[config.mk]
export PLATFORM = sky130hd
export DESIGN_NAME = sr_latch_driver
export DESIGN_NICKNAME = d
export VERILOG_FILES = /design/src/rtl/sr_drv_pkg.sv /design/src/rtl/sr_latch_driver_bit_sync.sv /design/src/rtl/sr_latch_driver.sv
export SDC_FILE = /design/constraint.sdc
export NUM_CORES = 1
export LEC_CHECK = 0
export ABC_CLOCK_PERIOD_IN_PS = 1800
export CAP_MARGIN = 30
export CORE_MARGIN = 5
export CORE_UTILIZATION = 59
export DETAILED_ROUTE_END_ITERATION = 16
export DONT_BUFFER_PORTS = 1
export PLACE_DENSITY = 0.73
export SLEW_MARGIN = 20
export SYNTH_ARGS = -nofsm -noshare
export SYNTH_HDL_FRONTEND = slang
export SYNTH_HIERARCHICAL = 1
export SYNTH_SLANG_ARGS = --single-unit
[constraint.sdc]
create_clock -name clk -period 1.8 [get_ports clk]
set_clock_uncertainty 0.15 [all_clocks]
set_input_delay 0.27 -clock clk [delete_from_list [all_inputs] [get_ports clk]]
set_output_delay 0.27 -clock clk [all_outputs]
set_load 0.01 [all_outputs]
[src/rtl/sr_drv_pkg.sv]
// -----------------------------------------------------------------------------
// sr_drv_pkg
// Shared types and helpers for the SR latch driver.
//   sr_state_e : controller states (INIT, PULSE, DEAD, CHECK, IDLE)
//   max_u      : larger of two unsigned values
//   cnt_width  : width of the shared pulse/dead down-counter
// -----------------------------------------------------------------------------
package sr_drv_pkg;

   typedef enum logic [2:0] {
      ST_INIT,
      ST_PULSE,
      ST_DEAD,
      ST_CHECK,
      ST_IDLE
   } sr_state_e;

   localparam int unsigned DEF_PULSE_W     = 4;
   localparam int unsigned DEF_DEAD_W      = 3;
   localparam int unsigned DEF_SYNC_STAGES = 2;

   function automatic int unsigned max_u(input int unsigned a, input int unsigned b);
      return (a > b) ? a : b;
   endfunction

   // One counter serves both the pulse and the dead-time phases, so it must
   // hold the larger of the two load values.
   function automatic int unsigned cnt_width(input int unsigned pulse_w,
                                             input int unsigned dead_w);
      return $clog2(max_u(pulse_w, dead_w) + 1);
   endfunction

endpackage : sr_drv_pkg

[src/rtl/sr_latch_driver_bit_sync.sv]
// -----------------------------------------------------------------------------
// bit_sync
// Multi-stage synchronizer for a single asynchronous bit.
//   clk    : destination clock
//   rst_n  : asynchronous active-low reset, clears every stage to 0
//   d_in   : asynchronous input
//   d_out  : synchronized output (last stage)
// -----------------------------------------------------------------------------
module bit_sync #(
   parameter int unsigned STAGES = 2
) (
   input  logic clk,
   input  logic rst_n,
   input  logic d_in,
   output logic d_out
);

   logic [STAGES-1:0] sync_d;
   logic [STAGES-1:0] sync_q;

   always_comb begin
      sync_d = {sync_q[STAGES-2:0], d_in};
   end

   always_ff @(posedge clk or negedge rst_n) begin
      if (!rst_n) begin
         sync_q <= '0;
      end else begin
         sync_q <= sync_d;
      end
   end

   assign d_out = sync_q[STAGES-1];

endmodule : bit_sync

[src/rtl/sr_latch_driver.sv]
// -----------------------------------------------------------------------------
// sr_latch_driver
// Writer for a cross-coupled NOR SR latch. Turns valid/ready "set level"
// requests into a single fixed-width S or R pulse followed by a dead time,
// then checks the synchronized latch readback against the expected level.
// After reset an R pulse forces the latch to a known Q=0.
//
// Ports
//   clk        : system clock, rising edge
//   rst_n      : asynchronous active-low reset
//   req_valid  : write request valid
//   req_ready  : driver can accept a request (IDLE only)
//   req_level  : desired latch Q value
//   s_out      : latch S input, registered
//   r_out      : latch R input, registered
//   q_in       : latch Q readback, asynchronous
//   level      : expected latch state
//   done       : one-cycle completion strobe
//   err        : sticky mismatch/upset flag
//   err_clr    : clears err (a simultaneous set wins)
// -----------------------------------------------------------------------------
module sr_latch_driver
   import sr_drv_pkg::*;
#(
   parameter int unsigned PULSE_W     = DEF_PULSE_W,
   parameter int unsigned DEAD_W      = DEF_DEAD_W,
   parameter int unsigned SYNC_STAGES = DEF_SYNC_STAGES
) (
   input  logic clk,
   input  logic rst_n,
   input  logic req_valid,
   output logic req_ready,
   input  logic req_level,
   output logic s_out,
   output logic r_out,
   input  logic q_in,
   output logic level,
   output logic done,
   output logic err,
   input  logic err_clr
);

   localparam int unsigned CNT_W = cnt_width(PULSE_W, DEAD_W);
   localparam logic [CNT_W-1:0] PULSE_LD = CNT_W'(PULSE_W);
   localparam logic [CNT_W-1:0] DEAD_LD  = CNT_W'(DEAD_W);
   localparam logic [CNT_W-1:0] CNT_ONE  = CNT_W'(1);

   // ---------------------------------------------------------------------
   // Elaboration-time parameter checks
   // ---------------------------------------------------------------------
   if (PULSE_W < 1) begin : g_bad_pulse_w
      $error("sr_latch_driver: PULSE_W must be >= 1");
   end
   if (SYNC_STAGES < 2) begin : g_bad_sync_stages
      $error("sr_latch_driver: SYNC_STAGES must be >= 2");
   end
   // The readback must have crossed the synchronizer before CHECK samples it.
   if (DEAD_W < SYNC_STAGES + 1) begin : g_bad_dead_w
      $error("sr_latch_driver: DEAD_W must be >= SYNC_STAGES+1");
   end

   // ---------------------------------------------------------------------
   // Readback synchronizer
   // ---------------------------------------------------------------------
   logic q_sync;

   bit_sync #(
      .STAGES (SYNC_STAGES)
   ) u_q_sync (
      .clk   (clk),
      .rst_n (rst_n),
      .d_in  (q_in),
      .d_out (q_sync)
   );

   // ---------------------------------------------------------------------
   // Controller state
   // ---------------------------------------------------------------------
   sr_state_e        state_d,     state_q;
   logic [CNT_W-1:0] cnt_d,       cnt_q;
   logic             s_out_d,     s_out_q;
   logic             r_out_d,     r_out_q;
   logic             req_ready_d, req_ready_q;
   logic             level_d,     level_q;
   logic             done_d,      done_q;
   logic             err_d,       err_q;
   logic             err_set;
   logic             accept;
   logic             mismatch;

   assign accept   = req_valid && req_ready_q;
   assign mismatch = (q_sync != level_q);

   always_comb begin
      state_d     = state_q;
      cnt_d       = cnt_q;
      s_out_d     = s_out_q;
      r_out_d     = r_out_q;
      level_d     = level_q;
      req_ready_d = 1'b0;
      done_d      = 1'b0;
      err_set     = 1'b0;

      unique case (state_q)
         ST_INIT: begin
            // Drive R so the latch starts from a known Q=0.
            state_d = ST_PULSE;
            s_out_d = 1'b0;
            r_out_d = 1'b1;
            level_d = 1'b0;
            cnt_d   = PULSE_LD;
         end

         ST_PULSE: begin
            if (cnt_q <= CNT_ONE) begin
               state_d = ST_DEAD;
               s_out_d = 1'b0;
               r_out_d = 1'b0;
               cnt_d   = DEAD_LD;
            end else begin
               cnt_d = cnt_q - CNT_ONE;
            end
         end

         ST_DEAD: begin
            if (cnt_q <= CNT_ONE) begin
               state_d = ST_CHECK;
               done_d  = 1'b1;
            end else begin
               cnt_d = cnt_q - CNT_ONE;
            end
         end

         ST_CHECK: begin
            err_set     = mismatch;
            state_d     = ST_IDLE;
            req_ready_d = 1'b1;
         end

         ST_IDLE: begin
            // Any readback disagreement while idle is a spontaneous upset.
            err_set     = mismatch;
            req_ready_d = 1'b1;
            if (accept) begin
               if (req_level != level_q) begin
                  state_d     = ST_PULSE;
                  level_d     = req_level;
                  s_out_d     = req_level;
                  r_out_d     = ~req_level;
                  cnt_d       = PULSE_LD;
                  req_ready_d = 1'b0;
               end else begin
                  // Latch already holds the requested level: complete at once.
                  done_d = 1'b1;
               end
            end
         end

         default: begin
            state_d = ST_INIT;
            s_out_d = 1'b0;
            r_out_d = 1'b0;
            cnt_d   = '0;
         end
      endcase

      // Set has priority over clear.
      err_d = err_set | (err_q & ~err_clr);
   end

   always_ff @(posedge clk or negedge rst_n) begin
      if (!rst_n) begin
         state_q     <= ST_INIT;
         cnt_q       <= '0;
         s_out_q     <= 1'b0;
         r_out_q     <= 1'b0;
         req_ready_q <= 1'b0;
         level_q     <= 1'b0;
         done_q      <= 1'b0;
         err_q       <= 1'b0;
      end else begin
         state_q     <= state_d;
         cnt_q       <= cnt_d;
         s_out_q     <= s_out_d;
         r_out_q     <= r_out_d;
         req_ready_q <= req_ready_d;
         level_q     <= level_d;
         done_q      <= done_d;
         err_q       <= err_d;
      end
   end

   assign s_out     = s_out_q;
   assign r_out     = r_out_q;
   assign req_ready = req_ready_q;
   assign level     = level_q;
   assign done      = done_q;
   assign err       = err_q;

endmodule : sr_latch_driver

After elaboration in Yosys (flattened, before gate mapping):

Index checks and enable logic that the tools add are counted.
W data, S select, Z words.

* memories: 0
* latch bits: 0
* word-level logic and storage cells: 62
* register bits: 14
* memory bits (read-only): 0
* memory bits (writable): 0

* add/sub/neg operators: 1
* bitwise operators: 6
* shift operators: 0
* $mul: 0
* divide/modulo/power cells: 0
* equality and inequality tests: 11
* order comparisons: 1
* muxes and demuxes: 25
* reductions and logical operators: 9

Operator list (number)
* $pmux W3 S5: 2
* $mux W3: 8
* $reduce_and A4 Y1: 3
* $mux W1: 10
* $ne A2 B2 Y1 const B: 5
* $eq A3 B2 Y1 const B: 2
* $pmux W1 S2: 3
* $not A1 Y1: 4
* $pmux W1 S4: 1
* $reduce_or A2 Y1: 2
* $eq A3 B1 Y1 const B: 1
* $eq A3 B3 Y1 const B: 1
* $le A3 B1 Y1 const B: 1
* $logic_not A3 Y1: 1
* $pmux W1 S3: 1
* $reduce_and A3 Y1: 1
* $sub A3 B1 Y3 const B: 1
* $ne A1 B1 Y1: 2
* $reduce_bool A2 Y1: 1
* $and A1 B1 Y1: 1
* $logic_and A1 B1 Y1: 1
* $or A1 B1 Y1: 1

Depth between registers and ports, before layout:

* depth in word-level cells: 4
* depth in mapped cells: 6

By module:

Netlist, hierarchy kept.

By module, submodules not included
* sr_latch_driver: seq. area each 300.3 um^2, cells each 80, area each 715.7 um^2, instances 1
* bit_sync: seq. area each 50.0 um^2, cells each 2, area each 50.0 um^2, instances 1

Least setup slack after synthesis:

Ideal clock, no wire load.

* path kind: register to register
* start point: register level_q, in the netlist level
* end point: register level_q, in the netlist level
* path buffers: 2
* setup time: 0.121 ns
* stages on the path, launching flop included: 7
* data required time: 1.529 ns
* data arrival time: 1.392 ns
* setup slack: 0.137 ns
* path through: dfrtp_1 > buf_6 > xnor2_1 > or2_1 > buf_6 > a22o_1 > a22o_1

* word-level cells in the longest chain between the ends: 3

RTL lines
* start, declared: RTL line sr_latch_driver.sv:84 `logic level_d, level_q;`
* start signal, assigned: RTL line sr_latch_driver.sv:187 `level_q <= level_d;`
* $ne A1 B1 Y1: RTL line sr_latch_driver.sv:145 `if (req_level != level_q) begin`
* $ne A2 B2 Y1 (no line)
* $reduce_and A3 Y1 (no line)

No other way between the ends.
A chain may end at the register's enable or synchronous reset.

Final worst setup path:

* start point: register cnt_q[1]
* end point: register cnt_q[2]

* word-level cells in the longest chain between the ends: 3
* elaborated cells on any way between the ends: 7
* those cells by class: add/sub: 1; order compare: 1; eq/ne: 1; mux: 3; reduce/logical: 1

RTL lines
* start, declared: RTL line sr_latch_driver.sv:80 `logic [CNT_W-1:0] cnt_d, cnt_q;`
* start signal, assigned: RTL line sr_latch_driver.sv:183 `cnt_q <= cnt_d;`
* $sub A3 B1 Y3 / $le A3 B1 Y1 (equally long branches)
* $mux W3, or another cell as far along: RTL line sr_latch_driver.sv:126 `if (cnt_q <= CNT_ONE) begin`
* $pmux W3 S5 / $reduce_and A4 Y1 (equally long branches)

Parallel ways exist; a longest one is shown, timed or not. The select of a mux whose other input is x is not followed.

==> reports/metrics.yaml <==
clock_network:
  cts_sinks: 14
  clockBufferDepth: 2
  cts_buffers: 3
  clk_pin_slew_ps: 90
  ctsHtreeMaxLevel: 1
  clk_latency_ps: 280
  cts-root-buf: "clkbuf_4"
  tritoncts: "yes"
detailed_routing:
  firstDrtPassIters: 4
  num_vias: 632
  wl_per_cell_um: 15.5
  vias_per_cell: 6.20
  wirelength_um: 1580
  drtIter0Drc: 16
  antenna_left: 0
  remaining_drc_errors: 0
synthesis:
  synth_compound_area_share_pct: 21.7
  yosysTopAreaCellShare_pct: 45.8
  ys_async_sr_fraction_pct: 100
  synth_mux_area_share_pct: 1.47
  synth_area_leader_cell: "dfrtp_1"
  yosysWarnings: 6
  ys_ff_latch: 14
  synth_ff_type: "dfrtp_1"
  synth_edf_count: 0
  ys_types: 32
  synth_top_family_by_area: "compound AO/OA/AOI/OAI gates"
  avgSynthCellArea_sq_um: 9.34
  yosysSeqAreaShare_pct: 45.8
  yosysMostFrequentCell: "dfrtp_1"
  synthesis.area_sq_um: 766
  yosys.area_share.adder_pct: 3.27
  yosys-top-cells-area: "dfrtp_1 (46%), o21ai_0 (4.6%), a21oi_1 (3.9%)"
  synthTopCellsByCount: "dfrtp_1 (14), nand2_1 (8), o21ai_0 (7)"
  syn_inst: 82
  synthSimpleGateAreaFrac_pct: 18.5
  syn_nets: 90
  synthXorXnorAreaFrac_pct: 2.29
worst_setup_path:
  r2r_start: "cnt_q[1]"
  end_kind: "register"
  regToRegEndpoint: "cnt_q[2]"
  required_ps: 1840
  cp_max_fo: 4
  arrival_ps: 1740
  critPathLaunchType: "register"
  reg2reg_slack_ps: 100
  worstRegToRegCells: 6
  crit_type: "register to register"
die:
  die_y_um: 46.0
  die_w_um: 46.0
  ios: 12
  dieArea_sq_mm: 0.00212
  core-area_sq_mm: 0.00127
  start_util_pct: 60.4
  row_count: 13
outcome:
  status: "finished clean"
pwr:
  ir_drop_uv: 1050
  p_leak_nw: 0.367
  total_power_mw: 1.48
  pwr_density_cell_mw_per_mm2: 1760
grt:
  grt_pass1_wl_um: 2650
  first_global_vias: 582
  grt-ovfl-total: 0
  grt.total_usage_pct: 17.4
  antenna_found_initial: 0
  grt_max_degree: 15
sta:
  fin_crit_sh_pct: 94.5
  period_needed_ps: 1700
  hold_violations: 0
  setup_tns_ps: 0
  worst_pin_slew_ps: 634
  max_slew_margin_pct: 57.6
  max_freq_mhz: 588
  setup_violations: 0
  drv_slew: 0
  rsz0062_at_grt: "false"
layout:
  fill_cells: 104
  design_area_sq_um: 842
  drive_above_1_share_pct: 14.9
  area_delta_synth_final_pct: 9.97
  n_antenna_cell: 0
  nNetsFinal: 96
min_path:
  min_path_cells: 2
  worstHoldStart: "err_clr"
  hold_path_end: "err"
  hold_class: "input port to register"
placed_design:
  dp_hpwl_um: 1140
  gp_congestion: 0.881
  port_buffers: 0
  dpl-instance-area_sq_um: 779
job:
  maxCapViolCount: 0
worst max path at each step:
stage,start,endpoint,slack (ps)
2_1_floorplan,level,level,140
3_3_place_gp,cnt_q[1],state_q[0],80
3_5_place_dp,cnt_q[1],state_q[0],40
4_1_cts,cnt_q[1],state_q[0],20
5_1_grt,cnt_q[1],cnt_q[2],9
6_report,cnt_q[1],cnt_q[2],100
registers in the layout, indices dropped and copies added (netlist names):
register / count
req_ready: 1
done: 1
err: 1
cnt_q: 3
s_out: 1
u_q_sync/sync_q: 2
r_out: 1
level: 1
state_q: 3
area by class of cell:
cell class / instances / area, sq um / area share, %
clock buffer: 4 / 36.3 / 4.31
multi-input combinational: 58 / 368 / 43.7
inverter: 5 / 18.8 / 2.23
timing repair buffer: 6 / 50.0 / 5.94
sequential: 14 / 350 / 41.6
tap: 15 / 18.8 / 2.23
cell usage in the layout (no fill, tap or decap), types with 2 or more instances in the layout:
| cell type | Yosys | final |
|---|---|---|
| nand2b_1 | 3 | 3 |
| a211oi_1 | 2 | 2 |
| buf_4 | 0 | 4 |
| clkbuf_4 | 0 | 3 |
| inv_1 | 5 | 5 |
| nand2_1 | 8 | 8 |
| o22ai_1 | 2 | 2 |
| nor2_1 | 3 | 3 |
| o21ai_0 | 7 | 7 |
| nor3_1 | 2 | 2 |
| dlygate4sd3_1 | 0 | 2 |
| nand3_1 | 3 | 3 |
| a21oi_1 | 6 | 6 |
| ha_1 | 2 | 2 |
| a22o_1 | 3 | 3 |
| dfrtp_1 | 14 | 14 |
per-layer routing:
layer  track usage, %  wire length, um
met1             24.0              706
met4             5.11                0
met3             3.95              113
met2             26.9              762
met5                0                0
power breakdown:
part,switching [mW],internal [mW],total [mW]
logic,0.370,0.320,0.690
clock network,0.108,0.123,0.231
registers,0.140,0.422,0.563
total,0.618,0.866,1.48
worst max-delay path, stage by stage (launching register included):
cell,delay (ps)
dfrtp_1,360
inv_1,70
ha_1,200
o21bai_2,210
nor4b_1,290
a211oi_1,80
a311oi_1,250
cells by family after synthesis:
kind of cell               after synthesis
and+or+nand+nor                         27
buffers and inverters                   10
DFF                                     14
muxes                                    1
adders and majority gates                2
xor gates and xnor gates                 2
AOI/OAI and AO/OA                       26
through the flow:
stage	utilization, %	hold slack, ps	instances	worst slack, ps
finish	66.4	37.1	102	98.9
CTS	65.9	28.9	102	24.6
floorplan	-	-176	82	137
global route	66.4	15.4	102	9.15
detailed placement	61.4	-175	96	42.2
global placement	61.4	-175	96	81.5
what timing repair did:
action                     4_1_cts  5_1_grt
hold endpoints to repair        15        0
setup endpoints to repair        0        1
hold buffers                     2        0
setup buffers                    0        0
gates resized for setup          0        3
Note: power is estimated with default switching activity, not from simulation.
